[src/rtl/vga_pkg.sv]
// Shared 640x480@60 VGA timing constants and coordinate type for the sync generator and renderers.
// No logic of its own.
// No flow control.
package vga_pkg;

  localparam int COORD_W = 10;
  typedef logic [COORD_W-1:0] coord_t;

  // Horizontal timing in pixel ticks
  localparam int H_DISPLAY = 640;
  localparam int H_FRONT   = 16;
  localparam int H_SYNC    = 96;
  localparam int H_BACK    = 48;
  localparam int H_TOTAL   = H_DISPLAY + H_FRONT + H_SYNC + H_BACK;

  // Vertical timing in lines
  localparam int V_DISPLAY = 480;
  localparam int V_FRONT   = 10;
  localparam int V_SYNC    = 2;
  localparam int V_BACK    = 33;
  localparam int V_TOTAL   = V_DISPLAY + V_FRONT + V_SYNC + V_BACK;

  // Derived boundaries, typed to the coordinate width so compares stay width-clean
  localparam coord_t H_VIS_END    = coord_t'(H_DISPLAY);
  localparam coord_t V_VIS_END    = coord_t'(V_DISPLAY);
  localparam coord_t H_LAST       = coord_t'(H_TOTAL - 1);
  localparam coord_t V_LAST       = coord_t'(V_TOTAL - 1);
  localparam coord_t V_VIS_LAST   = coord_t'(V_DISPLAY - 1);
  localparam coord_t H_SYNC_FIRST = coord_t'(H_DISPLAY + H_FRONT);
  localparam coord_t H_SYNC_LAST  = coord_t'(H_DISPLAY + H_FRONT + H_SYNC - 1);
  localparam coord_t V_SYNC_FIRST = coord_t'(V_DISPLAY + V_FRONT);
  localparam coord_t V_SYNC_LAST  = coord_t'(V_DISPLAY + V_FRONT + V_SYNC - 1);

  function automatic logic in_window(coord_t v, coord_t lo, coord_t hi);
    return (v >= lo) && (v <= hi);
  endfunction

endpackage

[src/rtl/vga_tick_gen.sv]
// Pixel-rate enable: one-clk p_tick every CLK_DIV system clocks (constant high when CLK_DIV = 1).
// Registered output; first pulse on the CLK_DIV-th rising edge after rstn release.
// Free-running, no backpressure.
module vga_tick_gen #(
  parameter int CLK_DIV = 4
) (
  input  logic clk,
  input  logic rstn,
  output logic p_tick
);

  localparam int CW = (CLK_DIV > 1) ? $clog2(CLK_DIV) : 1;
  localparam logic [CW-1:0] DIV_LAST = CW'(CLK_DIV - 1);

  logic [CW-1:0] div_cnt;

  // Divider wraps at CLK_DIV-1; the pulse is registered off the terminal count
  always_ff @(posedge clk or negedge rstn) begin
    if (!rstn) begin
      div_cnt <= '0;
      p_tick  <= 1'b0;
    end else begin
      div_cnt <= (div_cnt >= DIV_LAST) ? '0 : div_cnt + 1'b1;
      p_tick  <= (div_cnt >= DIV_LAST);
    end
  end

endmodule

[src/rtl/vga_sync.sv]
// 640x480@60 sync generator: pixel/line counters, registered active-low hsync/vsync, video_on, frame_tick.
// Counters and syncs update on the same p_tick edge; video_on is combinational from the counters.
// Free-running, no backpressure. Define VGA_FRAME_TICK_EN to enable frame_tick (else tied to 0).
module vga_sync
  import vga_pkg::*;
#(
  parameter int CLK_DIV = 4
) (
  input  logic               clk,
  input  logic               rstn,
  output logic               p_tick,
  output logic [COORD_W-1:0] pixel_x,
  output logic [COORD_W-1:0] pixel_y,
  output logic               video_on,
  output logic               hsync,
  output logic               vsync,
  output logic               frame_tick
);

  coord_t x_q, y_q;
  coord_t x_nxt, y_nxt;
  logic   hsync_nxt, vsync_nxt;

  vga_tick_gen #(.CLK_DIV(CLK_DIV)) u_tick_gen (
    .clk    (clk),
    .rstn   (rstn),
    .p_tick (p_tick)
  );

  // Next counter values; >= compares keep the counters in range even from a corrupted state
  always_comb begin
    x_nxt = x_q;
    y_nxt = y_q;
    if (p_tick) begin
      if (x_q >= H_LAST) begin
        x_nxt = '0;
        y_nxt = (y_q >= V_LAST) ? '0 : y_q + 1'b1;
      end else begin
        x_nxt = x_q + 1'b1;
      end
    end
    hsync_nxt = !in_window(x_nxt, H_SYNC_FIRST, H_SYNC_LAST);
    vsync_nxt = !in_window(y_nxt, V_SYNC_FIRST, V_SYNC_LAST);
  end

  // Counters and syncs registered together so sync edges line up with the count they describe
  always_ff @(posedge clk or negedge rstn) begin
    if (!rstn) begin
      x_q   <= '0;
      y_q   <= '0;
      hsync <= 1'b1;
      vsync <= 1'b1;
    end else begin
      x_q   <= x_nxt;
      y_q   <= y_nxt;
      hsync <= hsync_nxt;
      vsync <= vsync_nxt;
    end
  end

`ifdef VGA_FRAME_TICK_EN
  // Pulse on the edge that steps from (799,479) into (0,480), the start of vertical blanking
  always_ff @(posedge clk or negedge rstn) begin
    if (!rstn) begin
      frame_tick <= 1'b0;
    end else begin
      frame_tick <= p_tick && (x_q == H_LAST) && (y_q == V_VIS_LAST);
    end
  end
`else
  assign frame_tick = 1'b0;
`endif

  assign pixel_x  = x_q;
  assign pixel_y  = y_q;
  assign video_on = (x_q < H_VIS_END) && (y_q < V_VIS_END);

endmodule
[config.mk]
export PLATFORM = sky130hd
export DESIGN_NAME = vga_sync
export DESIGN_NICKNAME = d
export VERILOG_FILES = /design/src/rtl/vga_pkg.sv /design/src/rtl/vga_tick_gen.sv /design/src/rtl/vga_sync.sv
export SDC_FILE = /design/constraint.sdc
export NUM_CORES = 1
export LEC_CHECK = 0
export ABC_CLOCK_PERIOD_IN_PS = 2310
export CORE_AREA = 10 10 77 92
export CTS_CLUSTER_SIZE = 30
export DETAILED_ROUTE_END_ITERATION = 12
export DIE_AREA = 0 0 87 102
export SETUP_SLACK_MARGIN = 0.2
export SYNTH_ARGS = -nofsm -noshare
export SYNTH_HDL_FRONTEND = slang
export SYNTH_SLANG_ARGS = --single-unit
[constraint.sdc]
create_clock -name clk -period 2.31 [get_ports clk]
set_input_delay 0.231 -clock clk [delete_from_list [all_inputs] [get_ports clk]]
set_output_delay 0.231 -clock clk [all_outputs]
set_load 0.02 [all_outputs]
# == After elaboration in Yosys (flattened, before gate mapping) ==
# Index checks and enable logic that the tools add are counted.
# Widths: inputs -> output; s select.
# word_totals
reg_bits,25
latch_bits,0
ram_bits,0
rom_bits,0
in_bits,2
output_inout_bits,25
word_cells,29
mem_count,0
# classes
addsub,3
n_mul,0
div,0
magnitude_cmp,9
n_eq_ne,0
n_shift,0
mux,6
bitwise,0
reduce_logical,5
# op_table
operator,n
$mux 10,5
$ge 10x10->1 const B,3
$add 10x1->10 const B,2
$ge 10x9->1 const B,1
$le 10x10->1 const B,1
$le 10x9->1 const B,1
$lt 10x10->1 const B,1
$lt 10x9->1 const B,1
$logic_and 1x1->1,3
$add 2x1->2 const B,1
$ge 2x2->1 const B,1
$logic_not 1->1,2
$mux 2,1

# == Depth between registers and ports, before layout ==
# Gate-level depths: netlist of run 1.
# logic_depth
ltp_word,7
depth_mapped,8
ltp_nobuf,6

# == Hierarchy ==
# Synthesis of run 1 repeated with hierarchy kept, for this count alone.
# hier_totals
hier_cells,161
area_unflattened_um2,1475.2
# by_module_without_submodules
mod,n_inst,cells_per_inst,area_each_um2,seq_area_each_um2
vga_sync,1,156,1383.8,553.0
vga_tick_gen,1,5,91.3,75.1

# == Worst setup path before layout of run 1 ==
# No wires, ideal clock.
# synth_timing
path_kind,reg2reg
from,register y_q[8] (netlist: pixel_y[8])
to,register vsync
setup_ns,0.096
t_arrival_ns,1.920
t_required_ns,2.214
slack_ns,0.294
stages_incl_launch_ff,7
path_buffers,1
synth_period_minus_slack_ns,2.016
path_cell_list,dfrtp_1 > buf_6 > a211o_1 > o41a_1 > or4_1 > nand3_1 > nand4_1
# synth_between
elab_chain_cells,7
word_cells_on_any_way,9
classes_between,add/sub (1); order compare (3); mux (3); reduce/logical (2)
# synth_lines
item,line_no,text
"start, declared",vga_sync.sv:20,"coord_t x_q, y_q;"
"start signal, assigned",vga_sync.sv:55,y_q <= y_nxt;
$add 10x1->10 or $ge 10x10->1 (tied branches),vga_sync.sv:37,y_nxt = (y_q >= V_LAST) ? '0 : y_q + 1'b1;
$mux 10,vga_sync.sv:37,
$mux 10,vga_sync.sv:35,if (x_q >= H_LAST) begin
$mux 10 (*),vga_sync.sv:34,if (p_tick) begin
$ge 10x9->1 or $le 10x9->1 (tied branches),vga_pkg.sv:35,return (v >= lo) && (v <= hi);
$logic_and 1x1->1 (*),vga_pkg.sv:35,
$logic_not 1->1 (*),vga_sync.sv:43,"vsync_nxt = !in_window(y_nxt, V_SYNC_FIRST, V_SYNC_LAST);"
named net vsync_nxt,vga_sync.sv:22,"logic hsync_nxt, vsync_nxt;"
"end signal, assigned",vga_sync.sv:57,vsync <= vsync_nxt;
"end, declared",vga_sync.sv:16,"output logic vsync,"
# Mark *: on every way through the listed nets, which the timed path passes. The rest lies on a longest branch.

# == Final worst setup path of run 1 ==
# Ends and elaborated chain as after synthesis.

==> summary.txt, run 1 <==
Floorplanning
  – Die X: 87 µm
  – Initial Util: 0.289
  – CORE AREA: 5260 µm²
  – Row cnt: 29
  – Die ar.: 8870 µm²
  – Vert. Die Dim: 102 µm
  – Num ports: 27

Routing
  – Vias: 1,425
  – Pre-antenna DRT Iters: 4
  – Vias/cell: 5.36
  – ANT nets after route: 0
  – Detailed Route WL: 4180 µm
  – DR WL/cell: 15.7 µm
  – DRC viols: 0
  – Iter 0 DRT Violations: 98

Final layout
  – Non-filler instance count after layout: 266
  – # fillers: 529
  – Final core occ: 0.374
  – Finished layout cell area: 1970 µm²
  – Ratio of cells with drive above 1 in the final layout: 0.127
  – Area grow syn2layout: 29.3%
  – Antenna Cells: 0
  – Area of the multi-input gates: 833 µm²
  – Reg area: 629 µm²
  – Fin nets: 211

Place
  – Area after DPL: 1890 µm²
  – Placed Cells incl. Taps: 261
  – Input/output buffers: 25
  – Pre-CTS setup slack: 315 ps
  – RD Place Congestion: 0.886
  – DP HPWL: 3160 µm

Critical path
  – Crit path capture type: flop
  – CP Launch Point: pixel_y[8]
  – Worst Path Max Fanout: 9
  – Worst Setup Path Type: flop to flop
  – Startpoint types: flop
  – Worst Path Arrival: 2140 ps
  – Worst r2r src: pixel_y[8]
  – Reg2reg path depth: 5
  – WP data required: 2500 ps

Outcome
  – Status: completed

GRT
  – Gr ovfl total: 0
  – Largest net degree at the start of global routing: 26
  – First-pass GRT wire length: 6940 µm
  – Initial antenna violation count: 0
  – Total track usage: 0.0947
  – Vias in the first global route: 1,387

Logic synthesis
  – Async S/R FF share, synth: 1.00
  – Top cell type by total area after synthesis: dfrtp_1
  – Cells after synthesis: 174
  – Ys flop type: dfrtp_1
  – Net Count, Synth: 180
  – Top post-synthesis cells by area: dfrtp_1, nand3_1, nand2_1
  – Yosys reg bits: 25
  – Synth top area share: 0.378
  – Mapped cell area: 1520 µm²
  – EDFF count, synth: 0
  – Yosys Warn Count: 0
  – Yosys cell types: 47
  – Seq/Total Area, Yosys: 0.412
  – Synth Area per Inst: 8.75 µm²

Clock network
  – CTS tree: done
  – Clock latency on the worst-skew pair: 270 ps
  – Root Buffer: clkbuf_8
  – Htree depth: 1
  – Sinks on Clock Net: 25
  – CTS max path bufs: 2
  – CTS buffer count: 3
  – CTS clk-pin slew, worst paths: 90 ps

Min path
  – Worst Hold Class: input pin to async pin

Timing
  – Fmax: 512 MHz
  – Setup violators final: 0
  – Final worst setup slack: 359 ps
  – Final Hold Fails: 0
  – Slew Limit Fails: 0
  – RSZ-0062 raised after global routing: false
  – Setup TNS: 0 ps
  – Post-layout min period: 1950 ps
  – Period utilization: 0.845
  – Worst clock skew: 8.86 ps

Power
  – VDD IR max: 0.184 mV
  – Leak: 0.771 nW
  – Power density over the cells: 362 nW/µm²

Run
  – Max cap viols: 0
==> sequential cells by signal, summed over array words and instances (netlist names) <==
register / cells
hsync: 1
u_tick_gen.div_cnt: 2
pixel_y: 10
u_tick_gen.p_tick: 1
vsync: 1
pixel_x: 10
==> path summary, 6_finish.rpt <==
kind                                          to  slack, ps
hold reg to reg            u_tick_gen.div_cnt[0]        430
setup / recovery                           vsync        360
min in group clk           u_tick_gen.div_cnt[0]        430
hold / removal                        pixel_x[1]        310
setup reg to reg                           vsync        360
max in group asynchronous                  hsync       1690
==> synth_stat cells (2+ instances only) <==
cell / count
nor3_1: 4
a41oi_1: 2
nand4_1: 8
dfstp_2: 2
a21o_1: 2
a211oi_1: 5
a21oi_1: 6
o41ai_1: 2
o22ai_1: 2
or3_1: 3
buf_2: 2
xor2_1: 3
buf_6: 2
nand2_1: 17
dfrtp_1: 23
clkbuf_1: 6
inv_1: 6
nor2_1: 15
and3_1: 6
nand3_1: 13
xnor2_1: 3
a31oi_1: 3
o21ai_0: 12
ha_1: 4
==> critical path, cell delays in order, from the launching register on <==
cell and delay, ps:
dfrtp_2 470, a211o_1 330, o41a_1 380, or4_1 510, nand3_1 90, nand4_1 90
==> timing repair <==
item                                    CTS  global route
pin swaps                                 0             2
resized for setup                         1             6
endpoints found under the setup margin    1             5
hold buffers                              0             0
setup buffers                             0             1
==> final cells by class <==
type | instances | share of cell area
Clock buffer | 3 | 0.0210
Tap cell | 62 | 0.0394
Timing Repair Buffer | 38 | 0.182
Inverter | 6 | 0.0114
Clock inverter | 1 | 0.00254
Sequential cell | 25 | 0.320
Multi-Input combinational cell | 131 | 0.423
==> per-layer routing <==
metal  GRT usage  wire [µm]  vias up
met1       0.121       1810      688
met4      0.0237         31        0
met5           0          0        -
met2       0.155       2110       31
met3      0.0239        223        4
li1            -          -      702
==> power breakdown <==
group | internal (mW) | switching (mW) | total (mW)
Combinational | 0.00258 | 0.00995 | 0.0125
Sequential | 0.437 | 0 | 0.437
Clock | 0.121 | 0.142 | 0.263
Total | 0.561 | 0.152 | 0.713
==> through the flow <==
step	total power [mW]	hold slack, ps
3_5_place_dp	0.459	419
6_report	0.713	312
5_1_grt	0.745	352
4_1_cts	0.721	326
3_3_place_gp	0.459	413
2_1_floorplan	0.449	-64.6
==> cells by family (layout without fill, tap and decap cells) <==
group,after synthesis,in the layout,share of synthesized area
muxes,1,1,0.00739
adders and majority gates,4,4,0.0329
buffers and inverters,18,48,0.0583
AOI/OAI and AO/OA,44,44,0.203
DFF,25,25,0.412
and+or+nand+nor,75,75,0.249
other,1,1,0.00246
xor gates and xnor gates,6,6,0.0345
==> placed cells by master (no fill, tap or decap), types with 2 or more instances in the layout <==
cell type | netlist | layout
a211oi_1 | 5 | 5
a21o_1 | 2 | 2
a21oi_1 | 6 | 5
a31oi_1 | 3 | 3
a41oi_1 | 2 | 2
and3_1 | 6 | 6
buf_4 | 1 | 12
clkbuf_8 | 0 | 3
clkdlybuf4s50_1 | 0 | 24
dfrtp_1 | 23 | 22
dfstp_2 | 2 | 2
ha_1 | 4 | 3
inv_1 | 6 | 6
nand2_1 | 17 | 17
nand3_1 | 13 | 13
nand4_1 | 8 | 8
nor2_1 | 15 | 15
nor3_1 | 4 | 3
o21ai_0 | 12 | 12
o22ai_1 | 2 | 2
o41ai_1 | 2 | 2
or3_1 | 3 | 3
xnor2_1 | 3 | 3
xor2_1 | 3 | 3
Note: power is estimated with default switching activity, not from simulation.
==> inputs of run 2 (changes only) <==
--- a/config.mk
+++ b/config.mk
@@ -5,7 +5,7 @@
 export SDC_FILE = /design/constraint.sdc
 export NUM_CORES = 1
 export LEC_CHECK = 0
-export ABC_CLOCK_PERIOD_IN_PS = 2310
+export ABC_CLOCK_PERIOD_IN_PS = 1700
 export CORE_AREA = 10 10 77 92
 export CTS_CLUSTER_SIZE = 30
 export DETAILED_ROUTE_END_ITERATION = 12
==> constraint.sdc (replaced) <==
create_clock -name clk -period 1.7 [get_ports clk]
set_input_delay 0.17 -clock clk [delete_from_list [all_inputs] [get_ports clk]]
set_output_delay 0.17 -clock clk [all_outputs]
set_load 0.02 [all_outputs]
==> run 2 against run 1 <==
The flow now finishes with violations (negative setup slack); global-route usage is 1.3 points higher; first-iteration DRC count is 26% lower; total power is 38% higher; critical path type unchanged; largest cell class unchanged; largest power group unchanged.
==> summary.txt, run 2 (synthesized netlist as in run 1, its figures left out) <==
Final layout
  – Finished layout cell area: 2470 µm² (+25%)
  – Antenna Cells: 0 (unchanged)
  – Area grow syn2layout: 62.0%
  – Commonest cells after routing, fill and taps aside: buf_4, dlygate4sd2_1, nand2_1, dfrtp_1, nand3_1
  – Reg area: 639 µm² (+1.6%)
  – Ratio of cells with drive above 1 in the final layout: 0.421 (+0.294)
  – Fin nets: 249 (+18%)
  – # fillers: 503 (-4.9%)
  – Most common cell after layout, fill and taps aside: buf_4
  – Area of the multi-input gates: 1030 µm² (+24%)

Routing
  – Metal2 WL: 2580 µm (+22%)
  – Iter 0 DRT Violations: 73 (-26%)
  – Post-Route M1 WL: 2020 µm (+12%)
  – Vias/cell: 5.30 (-1.1%)
  – DRC viols: 0 (unchanged)
  – Max Used Layer: met4
  – Detailed Route WL: 4900 µm (+17%)
  – Vias: 1,610 (+13%)
  – Pre-antenna DRT Iters: 4 (unchanged)
  – Met3 wire length: 279 µm (+25%)
  – DR WL/cell: 16.1 µm (+2.5%)
  – ANT nets after route: 0 (unchanged)

Floorplanning
  – Vert. Die Dim: 102 µm (unchanged)
  – Die X: 87 µm (unchanged)
  – Die ar.: 8870 µm² (unchanged)
  – Num ports: 27 (unchanged)
  – Initial Util: 0.289 (unchanged)
  – Row cnt: 29 (unchanged)
  – CORE AREA: 5260 µm² (unchanged)

Clock network
  – Root Buffer: clkbuf_8
  – CTS clk-pin slew, worst paths: 90 ps (about the same)
  – Clock latency on the worst-skew pair: 270 ps (about the same)
  – CTS max path bufs: 2 (unchanged)
  – CTS tree: done
  – CTS buffer count: 3 (unchanged)
  – Htree depth: 1 (unchanged)
  – Sinks on Clock Net: 25 (unchanged)

Place
  – DP HPWL: 3460 µm (+9.5%)
  – Input/output buffers: 25 (unchanged)
  – RD Place Congestion: 0.856 (-3.3%)
  – Area after DPL: 2160 µm² (+14%)

Timing
  – Slew Limit Fails: 0 (unchanged)
  – Setup TNS: -328 ps (-328 ps)
  – RSZ-0062 raised after global routing: true
  – Period utilization: 1.05 (+0.204)
  – Final worst setup slack: -83.4 ps (-442 ps)
  – Final Hold Fails: 0 (unchanged)
  – Setup violators final: 5 (+5)
  – Fmax: 561 MHz (+9.4%)
  – Min Hold Slack: 262 ps (-50.1 ps)
  – Worst clock skew: 1.14 ps (-7.73 ps)
  – Post-layout min period: 1780 ps (-168 ps)

Power
  – Power density over the cells: 397 nW/µm² (+9.8%)
  – VDD IR max: 0.244 mV (+32%)
  – Tot Pwr: 0.980 mW (+38%)
  – Leak: 1.14 nW (+48%)

Outcome
  – Failing checks: negative setup slack
  – Status: complete, but fails checks

Critical path
  – Worst Path Max Fanout: 4 (-5)
  – Startpoint types: flop
  – Worst Setup Path Type: flop to flop
  – Crit path capture type: flop
  – Critical path cell sequence: a211o_1 > buf_6 > o41ai_4 > nand2_2 > or3_1 > o21ai_1
  – WP data required: 1910 ps (-590 ps)
  – Flop2flop setup slack: -80 ps (-440 ps)
  – CP top delay family: compound AO/OA/AOI/OAI gates
  – Slowest-stage cell, CP: dfrtp_1
  – Worst Path Arrival: 1990 ps (-150 ps)
  – Largest stage delay on the critical path: 390 ps (-120 ps)
  – CP bufs+invs: 1 (+1)

GRT
  – Total track usage: 0.107 (+0.0126)
  – Gr ovfl total: 0 (unchanged)
  – Largest net degree at the start of global routing: 26 (unchanged)
  – Initial antenna violation count: 0 (unchanged)
  – Vias in the first global route: 1,576 (+14%)
  – First-pass GRT wire length: 7820 µm (+13%)

Run
  – Max cap viols: 0 (unchanged)

Min path
  – Worst Hold Class: input pin to async pin
==> run 2: cell count changes in the layout (fill, tap and decap cells not counted), sizes merged <==
cell           before  now
dlymetal6s2s        0    2
dlygate4sd2         1   20
clkdlybuf4s50      24    1
clkdlybuf4s15       0    1
buf                13   52
==> run 2: cell type report <==
type                       count  share of cell area
clock buffer                   3              0.0167
clock inverter                 1             0.00203
inverter                       6             0.00913
multi-input combinational    131               0.419
sequential                    25               0.259
tap                           62              0.0315
timing repair buffer          76               0.263
==> run 2: power by group <==
part           internal (mW)  total, mW  leakage [nW]  switching, mW
clock network          0.164      0.368        0.0255          0.204
logic                0.00352     0.0176         0.803         0.0140
registers              0.594      0.594         0.313              0
==> run 2: worst paths after layout <==
path	depth (start not counted)	to	startpoint
min in group clk	1	u_tick_gen.div_cnt[0]	u_tick_gen.div_cnt[0]
min	2	pixel_x[5]	rstn
min reg2reg	1	u_tick_gen.div_cnt[0]	u_tick_gen.div_cnt[0]
max reg2reg	6	pixel_y[4]	pixel_y[2]
max in group asynchronous	2	vsync	rstn
max	6	pixel_y[4]	pixel_y[2]
==> run 2: layer usage <==
layer | up-vias | global-route usage
met5 | - | 0
met4 | 0 | 0.0200
met3 | 2 | 0.0326
met2 | 36 | 0.188
met1 | 793 | 0.126
li1 | 779 | -
==> run 2: per-stage QoR <==
| stage | utilization | std cells | worst slack [ps] |
|---|---|---|---|
| finish | 0.469 | 304 | -83.4 |
| floorplan | - | 174 | -221 |
| detailed placement | 0.410 | 290 | -113 |
| CTS | 0.440 | 298 | -66.4 |
| global route | 0.469 | 304 | -184 |
| global placement | 0.410 | 290 | -95.3 |
==> run 2: timing repair <==
action,4_1_cts,5_1_grt
resized for setup,50,30
buffers inserted,4,6
hold buffers,0,0
pin swaps,12,13
setup endpoints to repair,39,25
hold endpoints to repair,0,0
==> inputs of run 3 (changes only) <==
--- a/config.mk
+++ b/config.mk
@@ -6,10 +6,10 @@
 export NUM_CORES = 1
 export LEC_CHECK = 0
 export ABC_CLOCK_PERIOD_IN_PS = 1700
-export CORE_AREA = 10 10 77 92
+export CORE_AREA = 10 10 103 69
 export CTS_CLUSTER_SIZE = 30
 export DETAILED_ROUTE_END_ITERATION = 12
-export DIE_AREA = 0 0 87 102
+export DIE_AREA = 0 0 113 79
 export SETUP_SLACK_MARGIN = 0.2
 export SYNTH_ARGS = -nofsm -noshare
 export SYNTH_HDL_FRONTEND = slang
==> run 3 against run 2 <==
The run still ends with negative setup slack left; non-clock buffer count grew 3; maximum frequency down 5.3%; sequential share of layout area increased by 0.52 points; utilization decreased by 1.0 points; highest routed layer unchanged; final cell count is 3.3% higher; die area up 0.60%; clock power down 1%.
==> summary.txt, run 3 (synthesized netlist as in run 1, its figures left out) <==
Critical path
  – WP data required: 1880 ps (-30 ps)
  – Worst Path Max Fanout: 3 (-1)
  – Crit path capture type: flop
  – Flop2flop setup slack: -180 ps (-100 ps)
  – Worst Setup Path Type: flop to flop
  – Startpoint types: flop
  – Worst Path Arrival: 2070 ps (+80 ps)

Final layout
  – Fin nets: 252 (+1.2%)
  – Area grow syn2layout: 59.1%
  – Most common cell after layout, fill and taps aside: buf_4
  – Finished layout cell area: 2420 µm² (-1.8%)
  – Commonest cells after routing, fill and taps aside: buf_4, dlygate4sd2_1, nand2_1, dfrtp_1, nand3_1
  – Antenna Cells: 0 (unchanged)
  – Final core occ: 0.459 (-0.0101)
  – Ratio of cells with drive above 1 in the final layout: 0.388 (-0.0337)

Timing
  – Post-layout min period: 1880 ps (+99.9 ps)
  – RSZ-0062 raised after global routing: true
  – Final worst setup slack: -183 ps (-99.9 ps)
  – Slew Limit Fails: 0 (unchanged)
  – Worst clock skew: 7.23 ps (+6.10 ps)
  – Fmax: 531 MHz (-5.3%)
  – Setup violators final: 10 (+5)
  – Final Hold Fails: 0 (unchanged)
  – Period utilization: 1.11 (+0.0587)

Place
  – Pre-CTS setup slack: -85.4 ps (+28.0 ps)
  – Input/output buffers: 25 (unchanged)
  – DP HPWL: 3660 µm (+6.0%)
  – Area after DPL: 2150 µm² (-0.29%)
  – RD Place Congestion: 0.955 (+12%)

Power
  – Leak: 1.11 nW (-3.1%)
  – Power density over the cells: 402 nW/µm² (+1.3%)
  – VDD IR max: 0.225 mV (-7.8%)

GRT
  – Gr ovfl total: 0 (unchanged)
  – Vias in the first global route: 1,502 (-4.7%)
  – Largest net degree at the start of global routing: 26 (unchanged)
  – First-pass GRT wire length: 7860 µm (+0.45%)
  – Initial antenna violation count: 0 (unchanged)
  – Total track usage: 0.106 (-0.00140)

Floorplanning
  – Vert. Die Dim: 79 µm (-23%)
  – Num ports: 27 (unchanged)
  – Die ar.: 8930 µm² (+0.60%)
  – Row cnt: 21 (-28%)
  – Initial Util: 0.288 (-0.00110)
  – CORE AREA: 5280 µm² (+0.38%)
  – Die X: 113 µm (+30%)

Clock network
  – Htree depth: 1 (unchanged)
  – CTS tree: done
  – Root Buffer: clkbuf_8
  – CTS buffer count: 3 (unchanged)
  – Clock latency on the worst-skew pair: 270 ps (about the same)
  – CTS clk-pin slew, worst paths: 90 ps (about the same)
  – CTS max path bufs: 2 (unchanged)
  – Sinks on Clock Net: 25 (unchanged)

Routing
  – Pre-antenna DRT Iters: 4 (unchanged)
  – Vias/cell: 5.22 (-1.4%)
  – ANT nets after route: 0 (unchanged)
  – Iter 0 DRT Violations: 153 (+110%)
  – Vias: 1,640 (+1.9%)
  – DR WL/cell: 16.4 µm (+2.0%)
  – Detailed Route WL: 5160 µm (+5.3%)
  – DRC viols: 0 (unchanged)

Min path
  – Worst Hold Class: input pin to async pin

Outcome
  – Failing checks: negative setup slack
  – Status: complete, but fails checks

Run
  – Max cap viols: 0 (unchanged)
[run 3: cell count changes in the layout (fill, tap and decap cells not counted), moves of 3 or more]
cell,delta
buf_4,+6
buf_6,-3
dlygate4sd2_1,+3
nor2_2,-3
[run 3: metrics by stage]
| step | TNS, ps | total power [mW] | hold slack [ps] | cells |
|---|---|---|---|---|
| finish | -984 | 0.975 | 251 | 314 |
| global route | -1540 | 1.01 | 291 | 314 |
| CTS | -133 | 0.993 | 266 | 306 |
| detailed placement | -282 | 0.624 | 417 | 295 |
| global placement | -117 | 0.624 | 413 | 295 |
| floorplan | -511 | 0.610 | -126 | 174 |
[run 3: metal layers]
metal / up-vias / wire length, µm / track usage
met1: 792 / 2500 / 0.156
met4: 0 / 44 / 0.0189
li1: 786 / - / -
met5: - / 0 / 0
met3: 4 / 389 / 0.0315
met2: 58 / 2220 / 0.147
[run 3: final timing paths]
check | start | depth (start not counted) | endpoint
max in group asynchronous | rstn | 2 | hsync
max | pixel_y[2] | 6 | vsync
min in group clk | u_tick_gen.div_cnt[0] | 1 | u_tick_gen.div_cnt[0]
max reg2reg | pixel_y[2] | 6 | vsync
min reg2reg | u_tick_gen.div_cnt[0] | 1 | u_tick_gen.div_cnt[0]
min | rstn | 2 | pixel_y[7]
[run 3: worst max-delay path: stages (launching register included)]
cell and delay, ps:
dfrtp_1 390, a211o_1 340, buf_4 160, o41ai_4 270
nand3_1 190, a211oi_1 310, nand4_1 130
[run 3: timing repair]
item / in CTS / in global routing
pin swaps: 11 / 9
setup endpoints to repair: 34 / 16
hold buffers: 0 / 0
resized for setup: 53 / 13
cloned: 0 / 0
hold endpoints to repair: 0 / 0
setup buffers: 7 / 8
[run 3: layout make-up]
cell class              instances  area [µm²]
inverters                       6        22.5
flip-flops and latches         25         641
clock inverters                 1        7.51
clock buffers                   3        41.3
fillers                       500        2860
well taps                      69        86.3
multi-input cells             131         973
repair buffers                 79         651
[run 3: report_power, final]
part | internal [mW] | total (mW) | switching, mW
clock network | 0.166 | 0.363 | 0.197
logic | 0.00352 | 0.0172 | 0.0137
registers | 0.594 | 0.594 | 0
